===== config.mk =====
export PLATFORM = sky130hd
export DESIGN_NAME = mining_result_tx
export DESIGN_NICKNAME = d
export VERILOG_FILES = /design/src/rtl/mining_result_tx.sv
export SDC_FILE = /design/constraint.sdc
export NUM_CORES = 1
export LEC_CHECK = 0
export BUFFER_PORTS_ARGS = -buffer_cell sky130_fd_sc_hd__buf_4
export CAP_MARGIN = 40
export CORE_MARGIN = 5
export CORE_UTILIZATION = 57
export CTS_CLUSTER_DIAMETER = 150
export DETAILED_ROUTE_END_ITERATION = 7
export PLACE_DENSITY = 0.8
export SYNTH_ARGS = -nofsm -noshare
export SYNTH_HDL_FRONTEND = slang
export SYNTH_SLANG_ARGS = --single-unit

===== constraint.sdc =====
create_clock -name clock -period 4.7 [get_ports clock]
set_input_delay 0.94 -clock clock [delete_from_list [all_inputs] [get_ports clock]]
set_output_delay 0.94 -clock clock [all_outputs]
set_load 0.01 [all_outputs]

===== src/rtl/mining_result_tx.sv =====
// mining_result_tx
// UART 8N1 transmitter for the mining controller's result. It sends the
// status text with null bytes removed, a space, the nonce as eight uppercase
// hex digits, and then CR LF. msg and nonce are captured when the report
// starts, so later changes on those inputs do not affect a report in flight.

module mining_result_tx #(
  parameter int CLKS_PER_BIT = 868
) (
  input  logic        clock,
  input  logic        reset,
  input  logic        send,
  input  logic [63:0] msg,
  input  logic [31:0] nonce,
  output logic        tx,
  output logic        busy,
  output logic        done
);

  localparam int                BAUD_W    = (CLKS_PER_BIT > 1) ? $clog2(CLKS_PER_BIT) : 1;
  localparam logic [BAUD_W-1:0] BAUD_LAST = BAUD_W'(CLKS_PER_BIT - 1);
  localparam logic [4:0]        IDX_MSG_LAST = 5'd7;
  localparam logic [4:0]        IDX_LAST     = 5'd18;

  typedef enum logic [2:0] {
    S_IDLE   = 3'd0,
    S_SELECT = 3'd1,
    S_START  = 3'd2,
    S_DATA   = 3'd3,
    S_STOP   = 3'd4,
    S_DONE   = 3'd5
  } state_t;

  // Convert a nibble to its uppercase ASCII hex digit.
  function automatic logic [7:0] hex_ascii(input logic [3:0] nib);
    logic [7:0] c;
    if (nib < 4'd10) c = 8'h30 + {4'h0, nib};
    else             c = 8'h37 + {4'h0, nib};
    return c;
  endfunction

  // Return the report byte at index idx: message bytes, space, hex nonce, CR, LF.
  function automatic logic [7:0] report_byte(input logic [4:0]  idx,
                                             input logic [63:0] m,
                                             input logic [31:0] n);
    logic [63:0] m_sh;
    logic [31:0] n_sh;
    logic [7:0]  b;
    m_sh = m << {idx[2:0], 3'b000};
    // For idx 9..16, the low three bits minus one give nibble 0..7.
    n_sh = n << {idx[2:0] - 3'd1, 2'b00};
    if (idx <= IDX_MSG_LAST)  b = m_sh[63:56];
    else if (idx == 5'd8)     b = 8'h20;
    else if (idx <= 5'd16)    b = hex_ascii(n_sh[31:28]);
    else if (idx == 5'd17)    b = 8'h0D;
    else                      b = 8'h0A;
    return b;
  endfunction

  state_t            state_r, state_nxt_s;
  logic [4:0]        idx_r, idx_nxt_s;
  logic [2:0]        bit_cnt_r, bit_cnt_nxt_s;
  logic [BAUD_W-1:0] baud_r, baud_nxt_s;
  logic [7:0]        shift_r, shift_nxt_s;
  logic [63:0]       msg_r, msg_nxt_s;
  logic [31:0]       nonce_r, nonce_nxt_s;
  logic              tx_r, tx_nxt_s;
  logic              busy_r, busy_nxt_s;
  logic              done_r, done_nxt_s;
  logic [7:0]        cur_byte_s;
  logic              baud_last_s;

  assign cur_byte_s  = report_byte(idx_r, msg_r, nonce_r);
  assign baud_last_s = (baud_r == BAUD_LAST);

  // State and datapath registers; reset abandons any report in flight.
  always_ff @(posedge clock or negedge reset) begin
    if (!reset) begin
      state_r   <= S_IDLE;
      idx_r     <= 5'd0;
      bit_cnt_r <= 3'd0;
      baud_r    <= '0;
      shift_r   <= 8'h00;
      msg_r     <= 64'h0;
      nonce_r   <= 32'h0;
      tx_r      <= 1'b1;
      busy_r    <= 1'b0;
      done_r    <= 1'b0;
    end else begin
      state_r   <= state_nxt_s;
      idx_r     <= idx_nxt_s;
      bit_cnt_r <= bit_cnt_nxt_s;
      baud_r    <= baud_nxt_s;
      shift_r   <= shift_nxt_s;
      msg_r     <= msg_nxt_s;
      nonce_r   <= nonce_nxt_s;
      tx_r      <= tx_nxt_s;
      busy_r    <= busy_nxt_s;
      done_r    <= done_nxt_s;
    end
  end

  // Next-state and next-output logic; tx/busy/done are computed one edge ahead.
  always_comb begin
    state_nxt_s   = state_r;
    idx_nxt_s     = idx_r;
    bit_cnt_nxt_s = bit_cnt_r;
    baud_nxt_s    = baud_r;
    shift_nxt_s   = shift_r;
    msg_nxt_s     = msg_r;
    nonce_nxt_s   = nonce_r;
    tx_nxt_s      = tx_r;
    busy_nxt_s    = busy_r;
    done_nxt_s    = 1'b0;

    case (state_r)
      S_IDLE: begin
        tx_nxt_s = 1'b1;
        if (send) begin
          msg_nxt_s   = msg;
          nonce_nxt_s = nonce;
          idx_nxt_s   = 5'd0;
          busy_nxt_s  = 1'b1;
          state_nxt_s = S_SELECT;
        end else begin
          busy_nxt_s  = 1'b0;
        end
      end

      S_SELECT: begin
        // Skip null padding bytes in the message, one index per cycle.
        if ((idx_r <= IDX_MSG_LAST) && (cur_byte_s == 8'h00)) begin
          idx_nxt_s = idx_r + 5'd1;
        end else begin
          shift_nxt_s = cur_byte_s;
          baud_nxt_s  = '0;
          tx_nxt_s    = 1'b0;
          state_nxt_s = S_START;
        end
      end

      S_START: begin
        if (baud_last_s) begin
          baud_nxt_s    = '0;
          bit_cnt_nxt_s = 3'd0;
          tx_nxt_s      = shift_r[0];
          state_nxt_s   = S_DATA;
        end else begin
          baud_nxt_s    = baud_r + 1'b1;
        end
      end

      S_DATA: begin
        if (baud_last_s) begin
          baud_nxt_s = '0;
          if (bit_cnt_r == 3'd7) begin
            tx_nxt_s    = 1'b1;
            state_nxt_s = S_STOP;
          end else begin
            bit_cnt_nxt_s = bit_cnt_r + 3'd1;
            shift_nxt_s   = {1'b0, shift_r[7:1]};
            tx_nxt_s      = shift_r[1];
          end
        end else begin
          baud_nxt_s = baud_r + 1'b1;
        end
      end

      S_STOP: begin
        if (baud_last_s) begin
          baud_nxt_s = '0;
          if (idx_r == IDX_LAST) begin
            busy_nxt_s  = 1'b0;
            done_nxt_s  = 1'b1;
            state_nxt_s = S_DONE;
          end else begin
            idx_nxt_s   = idx_r + 5'd1;
            state_nxt_s = S_SELECT;
          end
        end else begin
          baud_nxt_s = baud_r + 1'b1;
        end
      end

      S_DONE: begin
        // A send seen in this cycle is dropped; the next IDLE cycle accepts it.
        busy_nxt_s  = 1'b0;
        tx_nxt_s    = 1'b1;
        state_nxt_s = S_IDLE;
      end

      default: begin
        busy_nxt_s  = 1'b0;
        tx_nxt_s    = 1'b1;
        state_nxt_s = S_IDLE;
      end
    endcase
  end

  assign tx   = tx_r;
  assign busy = busy_r;
  assign done = done_r;

endmodule


==> reports/results.tsv <==
stage	metric	value	unit
route	drt_iter0_drc	313	
placed_design	gp_congestion	0.858	
setup_path	r2r_end	shift_r[3]$_DFFE_PN0P_	
power_and_ir_drop	leakage	3.73	nW
logic_synthesis	synth-async-reset-ratio	100	%
global_routing	grt_pass1_wl	24.7	mm
logic_synthesis	ys_ff_latch	128	
global_routing	antenna_found_initial	0	
clocking	cts_max_path_buffers	2	
setup_path	endpoint_kind	flop	
sta	drv_slew	0	
placed_design	placed_cells	735	
placed_design	placed_area	0.00748	mm2
clocking	tritoncts	yes	
sta	period_needed	3.90	ns
setup_path	path_common_cell	ha_1	
hold_path	min-delay-start	shift_r[7]$_DFFE_PN0P_	
clocking	clk_latency	0.42	ns
logic_synthesis	syn_area_per_cell	12.8	um2
die	rows	39	
layout	fin_area	0.00811	mm2
global_routing	gr-total-overflow	0	
setup_path	r2r_start	idx_r[1]$_DFFE_PN0P_	
logic_synthesis	synthCells	513	
layout	drive_gt1_share	41.9	%
layout	areaGrowthSynthToFinish	23.3	%
clocking	ctsRootBufferMaster	clkbuf_16	
clocking	cts.clk_slew.worst_paths	0.06	ns
die	core_area	0.0114	mm2
sta	min_period_over_period	82.9	%
die	fp.dieArea	0.0138	mm2
setup_path	r2r_cells	11	
power_and_ir_drop	p_per_area	343	mW/mm2
job	max_cap_viol_count	0	
sta	setup_violations	0	
layout	stdcell_count	766	
logic_synthesis	yosysUniqueCellTypes	61	
layout	n_fill_cell	764	
hold_path	min-delay-path-class	reg -> reg	
layout	antenna_cells	0	
global_routing	grt_max_degree	102	
setup_path	cp_slowest_cell	ha_1	
setup_path	r2r_slack	0.80	ns
sta	slew-limit-headroom	47.1	%
clocking	htreeDepth	4	
setup_path	arrival	4.19	ns
route	routedWlPerCell	18.8	um
clocking	cts_buffers	17	
logic_synthesis	ys_warn_count	0	
global_routing	grt_pass1_vias	4906	
layout	final_cell_mix	dfrtp_1, buf_4, mux2_2	
die	die_w	117	um
global_routing	grt_usage	22.0	%
route	drtPass1Iterations	4	
setup_path	setup.worst_path.start	idx_r[1]$_DFFE_PN0P_	
layout	layout_commonest_cell	dfrtp_1	
setup_path	crit_family	multiplexers	
hold_path	holdPathEnd	shift_r[7]$_DFFE_PN0P_	
sta	rsz0062_at_grt	no	
layout	nets	719	
route	vias_per_cell	5.95	
sta	final.setup.tns	0	ns
status	status	finished, final reports clean	
clocking	clock_sinks	128	
power_and_ir_drop	ir_drop	0.000319	V
clocking	cts_setup_buffers	0	
logic_synthesis	ys_seq_area_share	48.7	%
logic_synthesis	netlist_area	0.00658	mm2
die	die_h	117	um
route	drt-total-wl	14.4	mm
sta	clock.fmax	0.257	GHz
die	io_pins	102	
logic_synthesis	synth_edf_count	0	
setup_path	cp_cell_sequence	inv_1 -> ha_1 -> mux4_2 -> mux2i_1 -> ha_1 -> nand2_1 -> o221ai_1 -> o211ai_1 -> nor4_4 -> o31ai_4 -> mux2_2	
logic_synthesis	synthFlopType	dfrtp_1	
route	drc	0	
route	ant_nets	0	
sta	final_hold_viol_count	0	
clocking	cts.repair.resized	0	
setup_path	critPathRequiredTime	4.99	ns
setup_path	start_kind	flop	
placed_design	port_buffers	101	
placed_design	hpwl	10.2	mm
sta	worst_pin_slew	0.793	ns
hold_path	whs_path_depth	1	
setup_path	critical_path.max_stage_delay	0.72	ns
setup_path	cp_max_fo	19	
logic_synthesis	mappedNetlistNets	621	
sta	fin_skew	0.00729	ns
route	via_count	4554	
die	initial_utilization	57.9	%
setup_path	worstPathBufferInverterCount	1	
clocking	cts_hold_buf	0	
setup_path	crit_type	reg -> reg	
## power by group
part | leakage [nW] | internal [mW] | total (mW) | switching, mW
Clock | 0.300 | 0.929 | 1.39 | 0.465
Sequential | 1.65 | 1.15 | 1.17 | 0.0277
Combinational | 1.79 | 0.125 | 0.215 | 0.0900
Total | 3.73 | 2.20 | 2.78 | 0.583
## synthesized netlist by cell type (3+ instances only)
master	number	area share [%]
o21ai_0	18	1.4
a2111oi_0	4	0.53
nor3_1	9	0.68
mux4_1	5	2.0
inv_1	7	0.40
nand4_1	5	0.48
dfrtp_1	127	48
nand3_1	10	0.76
a21oi_1	17	1.3
buf_6	3	0.51
o21ai_1	4	0.30
ha_1	9	1.7
mux2_1	7	1.2
mux2_2	99	17
clkbuf_1	22	1.3
a22o_1	3	0.40
mux4_2	16	5.5
nor2b_1	6	0.57
o31ai_1	3	0.34
mux2i_1	19	2.9
xnor2_1	4	0.53
nand4b_1	3	0.40
nand2b_1	5	0.48
buf_2	3	0.23
o211ai_1	4	0.46
a31oi_1	8	0.76
a32o_1	3	0.46
nor2_1	25	1.4
nand2_1	27	1.5
o21a_1	4	0.46
## worst max path at each step
stage,end,slack (ns),depth (start not counted)
5_1_grt,shift_r[3]$_DFFE_PN0P_,0.58,11
6_report,shift_r[3]$_DFFE_PN0P_,0.80,11
4_1_cts,shift_r[3]$_DFFE_PN0P_,0.78,11
3_3_place_gp,shift_r[3]$_DFFE_PN0P_,0.96,11
3_5_place_dp,shift_r[3]$_DFFE_PN0P_,0.80,11
2_1_floorplan,shift_r[3]$_DFFE_PN0P_,0.55,15
## worst register-to-register path: stages (launching register included)
cell and delay (ns):
dfrtp_1 0.34, inv_1 0.08, ha_1 0.72, mux4_2 0.42, mux2i_1 0.28, ha_1 0.29
nand2_1 0.06, o221ai_1 0.12, o211ai_1 0.50, nor4_4 0.15, o31ai_4 0.45, mux2_2 0.39
## through the flow
step	hold slack [ns]	setup slack, ns	utilization (%)	power [mW]
3_3_place_gp	0.469	0.958	65.6	1.40
5_1_grt	0.500	0.577	71.4	2.89
2_1_floorplan	0.453	0.548	-	1.29
6_report	0.489	0.801	71.4	2.78
3_5_place_dp	0.480	0.796	65.8	1.41
4_1_cts	0.491	0.782	71.4	2.81
## sequential cells by signal (all words and copies together), names as in the netlist
register	cells
baud_r	10
nonce_r	32
busy	1
bit_cnt_r	3
shift_r	8
msg_r	64
idx_r	5
tx	1
done	1
state_r	3
## cells by family after synthesis
kind of cell	count (synthesis)	synth area share, %
mux	147	28.7
xor+xnor	5	0.951
compound gates	84	9.13
flops	128	48.7
buf+inv	36	2.51
simple gates	104	8.29
fa+ha+maj	9	1.71
## metal layers
layer / share of wire [%] / routed length [um] / vias up / GRT usage [%]
met3: 5.3 / 764 / 15 / 6.02
met4: 1.1 / 165 / 0 / 7.61
met1: 44 / 6270 / 2285 / 28.9
li1: - / - / 2141 / -
met5: 0 / 0 / - / 0
met2: 50 / 7190 / 113 / 35.3
## cell type report
cell class	instances	area, um2	share of cell area, %
Multi-Input combinational cell	349	3220	39.7
Sequential cell	128	3200	39.5
Timing Repair Buffer	108	856	10.5
Clock buffer	23	478	5.89
Tap cell	143	179	2.21
Clock inverter	8	153	1.88
Inverter	7	26.3	0.324
(Power assumes the default switching activity.)
